<file path="src/rtl/alu64.sv">
// alu64: registered 64-bit integer ALU with signed status flags.
// Define ALU64_ARITH_SHIFT_EN to make SHIFT_RIGHT sign-filling.
module alu64 (
    input  logic        clk,
    input  logic        rst_n,
    input  logic        in_valid,
    input  logic [2:0]  funct,
    input  logic [63:0] a,
    input  logic [63:0] b,
    output logic        out_valid,
    output logic [63:0] result,
    output logic        overflow,
    output logic        negative,
    output logic        zero,
    output logic        equal,
    output logic        greater,
    output logic        less
);

    localparam logic [2:0] F_SUM = 3'd0;
    localparam logic [2:0] F_SHL = 3'd1;
    localparam logic [2:0] F_SUB = 3'd2;
    localparam logic [2:0] F_LD  = 3'd3;
    localparam logic [2:0] F_XOR = 3'd4;
    localparam logic [2:0] F_SHR = 3'd5;
    localparam logic [2:0] F_NOT = 3'd6;
    localparam logic [2:0] F_AND = 3'd7;

    logic [63:0] sum;
    logic [63:0] diff;
    logic [63:0] shr;
    logic [5:0]  shamt;
    logic [63:0] res;
    logic        ovf;
    logic        sum_ovf;
    logic        sub_ovf;

    assign shamt = b[5:0];
    assign sum   = a + b;
    assign diff  = a - b;

`ifdef ALU64_ARITH_SHIFT_EN
    assign shr = $unsigned($signed(a) >>> shamt);
`else
    assign shr = a >> shamt;
`endif

    // Overflow from operand and result sign bits only.
    assign sum_ovf = (a[63] == b[63]) && (sum[63] != a[63]);
    assign sub_ovf = (a[63] != b[63]) && (diff[63] != a[63]);

    always_comb begin
        res = '0;
        ovf = 1'b0;
        unique case (funct)
            F_SUM: begin
                res = sum;
                ovf = sum_ovf;
            end
            F_SHL: res = a << shamt;
            F_SUB: begin
                res = diff;
                ovf = sub_ovf;
            end
            F_LD:  res = a;
            F_XOR: res = a ^ b;
            F_SHR: res = shr;
            F_NOT: res = ~a;
            F_AND: res = a & b;
            default: res = '0;
        endcase
    end

    always_ff @(posedge clk or negedge rst_n) begin
        if (!rst_n) begin
            out_valid <= 1'b0;
            result    <= '0;
            overflow  <= 1'b0;
            negative  <= 1'b0;
            zero      <= 1'b1;
            equal     <= 1'b1;
            greater   <= 1'b0;
            less      <= 1'b0;
        end else begin
            out_valid <= in_valid;
            if (in_valid) begin
                result   <= res;
                overflow <= ovf;
                negative <= res[63];
                zero     <= (res == '0);
                equal    <= (a == b);
                greater  <= ($signed(a) > $signed(b));
                less     <= ($signed(a) < $signed(b));
            end
        end
    end

endmodule

</file>
<file path="config.mk">
export PLATFORM = sky130hd
export DESIGN_NAME = alu64
export DESIGN_NICKNAME = d
export VERILOG_FILES = /design/src/rtl/alu64.sv
export SDC_FILE = /design/constraint.sdc
export NUM_CORES = 1
export LEC_CHECK = 0
export ABC_AREA = 1
export ABC_CLOCK_PERIOD_IN_PS = 1000
export CELL_PAD_IN_SITES_DETAIL_PLACEMENT = 2
export CELL_PAD_IN_SITES_GLOBAL_PLACEMENT = 2
export CORE_MARGIN = 5
export CORE_UTILIZATION = 33
export DETAILED_ROUTE_END_ITERATION = 16
export DONT_BUFFER_PORTS = 1
export PLACE_DENSITY_LB_ADDON = 0.1
export SLEW_MARGIN = 20
export SYNTH_ARGS = -nofsm -noshare
export SYNTH_HDL_FRONTEND = slang
export SYNTH_SLANG_ARGS = --single-unit
export TNS_END_PERCENT = 1
</file>
<file path="constraint.sdc">
create_clock -name clk -period 1 [get_ports clk]
set_input_delay 0.15 -clock clk [delete_from_list [all_inputs] [get_ports clk]]
set_output_delay 0.15 -clock clk [all_outputs]
set_load 0.02 [all_outputs]
</file>
==> impl_metrics.env, run 1 <==
export IMPL_yosys_area_top_type="nand2_1"
export IMPL_synth_top_cell_area_share_pct=25.9
export IMPL_fp_dieH_um=283
export IMPL_start_util_pct=33.2
export IMPL_status="stopped before the end"
export IMPL_port_buffers=0
export IMPL_synth_cell_types=51
export IMPL_lastStage="detailed placement (3_5_place_dp)"
export IMPL_synth_area_per_cell_um2=4.91
export IMPL_error="[ERROR DPL-0033] detailed placement checks failed during check placement."
export IMPL_synth_warning_count=0
export IMPL_num_io_pins=205
export IMPL_place_hpwl_um=187000
export IMPL_netlist_area_um2=24600
export IMPL_syn_num_nets=5266
export IMPL_placementRows=100
export IMPL_yosys_top_cells_area="nand2_1 (26%), nand3_1 (21%), inv_1 (9.4%), nor2_1 (7.4%), dfrtp_1 (6.9%)"
export IMPL_netlist_instances=5000
export IMPL_fp_dieW_um=283
export IMPL_gp_congestion=1.07
export IMPL_ys_seq_elements=70
export IMPL_ys_seq_area_share_pct=7.14
[through the flow]
step	area (µm²)	worst slack (ps)	cells	hold slack, ps	setup TNS (ps)
2_1_floorplan	24800	-1370	5000	-146	-69380
3_3_place_gp	34600	-2290	6981	-144	-108340
[cell usage after synthesis (all sizes together)]
cell	instances
a22oi	1
a31oi	8
a211oi	6
o21bai	17
o221ai	4
a211o	1
o2111a	2
fa	2
and2	20
or2	3
o22ai	28
dfstp	2
nand2	1717
nor2	492
o211ai	7
a21o	1
clkinv	4
dfrtp	68
a221oi	16
xor2	7
nor3b	5
a21boi	3
o21a	8
o221a	2
inv	630
nand3b	5
clkbuf	70
and3	1
ha	130
nand4	75
a21oi	209
nand3	1019
o2111ai	13
o21ai	196
nor4	7
nor3	41
buf	180
[cell families after synthesis]
| kind of cell | Yosys count | share of synthesized area, % |
|---|---|---|
| AOI/OAI and AO/OA | 522 | 11.9 |
| and+or+nand+nor | 3385 | 59.1 |
| DFF | 70 | 7.14 |
| adders and majority gates | 132 | 6.79 |
| buffers and inverters | 884 | 14.9 |
| xor gates and xnor gates | 7 | 0.250 |
==> inputs of run 2 (changes only) <==
- CELL_PAD_IN_SITES_DETAIL_PLACEMENT: 2 -> unset
- CELL_PAD_IN_SITES_GLOBAL_PLACEMENT: 2 -> unset
- CORE_UTILIZATION: 33 -> 28
- PLACE_DENSITY_LB_ADDON: 0.1 -> 0.15
==> run 2 against run 1 <==
Effect of this change:
- the flow now finishes, with violations (negative hold slack, negative setup slack)
- synthesized cell count unchanged
- area after synthesis unchanged
==> impl_metrics.env, run 2 <==
export IMPL_status="complete, but fails checks"
export IMPL_violations="negative hold slack, negative setup slack"
export IMPL_synth_cells_most_frequent="nand2_1 (1693), nand3_1 (1011), inv_1 (614)"
export IMPL_peakVddDrop_mv=0.873
export IMPL_synth_top_cell_area_share_pct=25.9
export IMPL_cp_startpoint="b[0]"
export IMPL_drive_above_1_share_pct=39.0
export IMPL_ys_seq_elements=70
export IMPL_stdcell_area_um2=41100
export IMPL_ys_seq_area_share_pct=7.14
export IMPL_final_common_cell="nand2_1"
export IMPL_cts_root_buffer="clkbuf_16"
export IMPL_synth_warning_count=0
export IMPL_ctsHoldBuffers=1
export IMPL_leakagePower_nw=21.1
export IMPL_synthArstFlopShare_pct=100
export IMPL_wirelength_um=181000
export IMPL_setup_violations=139
export IMPL_place_hpwl_um=154000
export IMPL_gp_congestion=1.06
export IMPL_ff2ff_setup_slack_ps=230
export IMPL_synth_edf_count=0
export IMPL_rsz0062_at_grt="yes"
export IMPL_yosys_top_cells_area="nand2_1 (26%), nand3_1 (21%), inv_1 (9.4%), nor2_1 (7.4%), dfrtp_1 (6.9%)"
export IMPL_fmax_ghz=0.415
export IMPL_die_area_um2=93700
export IMPL_grt_antenna_before_repair=7
export IMPL_finalWorstSetupSlack_ps=-1410
export IMPL_synth_ff_type="dfrtp_1"
export IMPL_fin_crit_sh_pct=241
export IMPL_grt_overflow_total=0
export IMPL_grt_max_degree=130
export IMPL_r2r_start="greater$_DFFE_PN0P_"
export IMPL_end_kind="register"
export IMPL_grtUsageTotal_pct=36.3
export IMPL_path_class="in -> reg"
export IMPL_critPathArrivalTime_ps=2700
export IMPL_vias=38800
export IMPL_placementRows=108
export IMPL_critPathLaunchType="input port"
export IMPL_worstPathRequired_ps=1290
export IMPL_htree_num_levels=3
export IMPL_first_pass_iters=6
export IMPL_mostFrequentLayoutCells="nand2_1 (1390), buf_4 (1180), nand3_1 (803)"
export IMPL_worstPathMaxFanout=68
export IMPL_fillers=9683
export IMPL_hold_viol_final=70
export IMPL_post_route_min_period_ps=2410
export IMPL_p_per_area_nw_per_um2=812
export IMPL_reg2regPathDepth=4
export IMPL_dr_first_iter_drc_count=4876
export IMPL_yosysMostFrequentCell="nand2_1"
export IMPL_wl_per_cell_um=24.9
export IMPL_regMostFlops="result"
export IMPL_num_io_pins=205
export IMPL_nNetsFinal=6387
export IMPL_fin_skew_ps=0
export IMPL_via_per_inst=5.32
export IMPL_path_clk_slew_ps=50
export IMPL_tightest_slew_ps=646
export IMPL_syn_to_final_growth_pct=67.5
export IMPL_max_slew_margin_rel_pct=56.5
export IMPL_cts_buffer_depth=2
export IMPL_core_um2=86900
export IMPL_drv_cap=0
export IMPL_r2r_end="greater$_DFFE_PN0P_"
export IMPL_placed_cell_area_um2=35000
export IMPL_cts_tree="yes"
export IMPL_grt_pass1_wl_um=251000
export IMPL_numCtsBuffers=9
export IMPL_port_buffers=0
export IMPL_ant_nets=0
export IMPL_netlist_area_um2=24600
export IMPL_drt_drc_violations_left=0
export IMPL_fp_dieH_um=306
export IMPL_fp_dieW_um=306
export IMPL_clock_sinks=70
export IMPL_largest_register_ffs=64
export IMPL_hold_ws_ps=-499
export IMPL_pre_cts_slack_ps=-2410
export IMPL_yosys_area_top_type="nand2_1"
export IMPL_grt_pass1_vias=35700
export IMPL_worstSkewPairLatency_ps=340
export IMPL_synth_area_per_cell_um2=4.91
export IMPL_syn_num_nets=5266
export IMPL_slew_viol_final=0
export IMPL_setup_tns_ps=-69460
export IMPL_start_util_pct=28.3
export IMPL_netlist_instances=5000
export IMPL_hold_path_class="in -> async"
export IMPL_cp_endpoint="zero$_DFFE_PN1P_"
export IMPL_synth_cell_types=51
==> run 2: cell counts after synthesis <==
Identical to the previous run, type by type.
==> run 2: worst min path at each step <==
stage | start | endpoint | slack (ps) | cells after the start
after detailed placement | rst_n | result[10]$_DFFE_PN0P_ | -140 | 0
after global routing | rst_n | result[0]$_DFFE_PN0P_ | -520 | 0
after global placement | rst_n | result[10]$_DFFE_PN0P_ | -140 | 0
after floorplan | rst_n | greater$_DFFE_PN0P_ | -150 | 0
final | rst_n | result[19]$_DFFE_PN0P_ | -500 | 0
after CTS | rst_n | result[1]$_DFFE_PN0P_ | -510 | 0
==> run 2: logic make-up after synthesis <==
family	Yosys count	synth area share [%]
AOI/OAI and AO/OA	522	11.9
buffers and inverters	884	14.9
adders and majority gates	132	6.79
xor gates and xnor gates	7	0.250
DFF	70	7.14
and+or+nand+nor	3385	59.1
==> run 2: power breakdown <==
group	internal (mW)	total [mW]	switching (mW)
registers	3.27	3.62	0.351
logic	11.0	26.0	15.0
clock network	2.50	3.79	1.29
total	16.7	33.4	16.6
==> run 2: final cells by class <==
type | count | area (µm²) | share of cell area (%)
multi-input combinational | 4046 | 23800 | 58.0
timing repair buffer | 1360 | 11300 | 27.5
inverter | 634 | 2440 | 5.93
sequential | 70 | 1760 | 4.27
tap | 1155 | 1450 | 3.51
clock buffer | 10 | 239 | 0.581
clock inverter | 6 | 109 | 0.265
antenna | 1 | 2.50 | 0.00608
==> run 2: worst max-delay path, cell delays in order <==
cell	delay (ps)
inv_8	50
buf_12	150
nand2_1	110
buf_4	120
nand3_1	80
nand3_1	120
nand3_2	120
nand2_2	140
nand2_1	120
nand3_1	120
nand3b_1	240
nor3_2	220
buf_4	160
nand2_1	60
nor2_1	110
nand2_1	100
nor2_4	100
buf_6	110
nand2_1	50
nor2_1	100
nand2_1	60
nand2_1	50
==> run 2: per-stage QoR <==
step	cells	power, mW	utilization, %
floorplan	5000	13.6	-
global placement	7183	25.0	40.3
detailed placement	7183	25.0	40.3
CTS	7243	31.4	44.9
global route	7281	35.1	47.3
finish	7282	33.4	47.3
==> run 2: repair_timing <==
| item | CTS | global route |
|---|---|---|
| pin swaps | 165 | 182 |
| buffers inserted | 42 | 38 |
| endpoints found under the hold margin | 104 | 70 |
| cloned | 1 | 1 |
| endpoints found under the setup margin | 139 | 139 |
| resized for setup | 826 | 507 |
==> run 2: per-layer routing <==
metal / part of all wire, % / routed length [µm] / track usage [%]
met5: 0.078 / 142 / 0
met3: 8.5 / 15400 / 6.68
met4: 5.5 / 9990 / 14.4
met2: 43 / 77600 / 56.9
met1: 43 / 78100 / 49.5
Note: power is estimated with default switching activity, not from simulation.
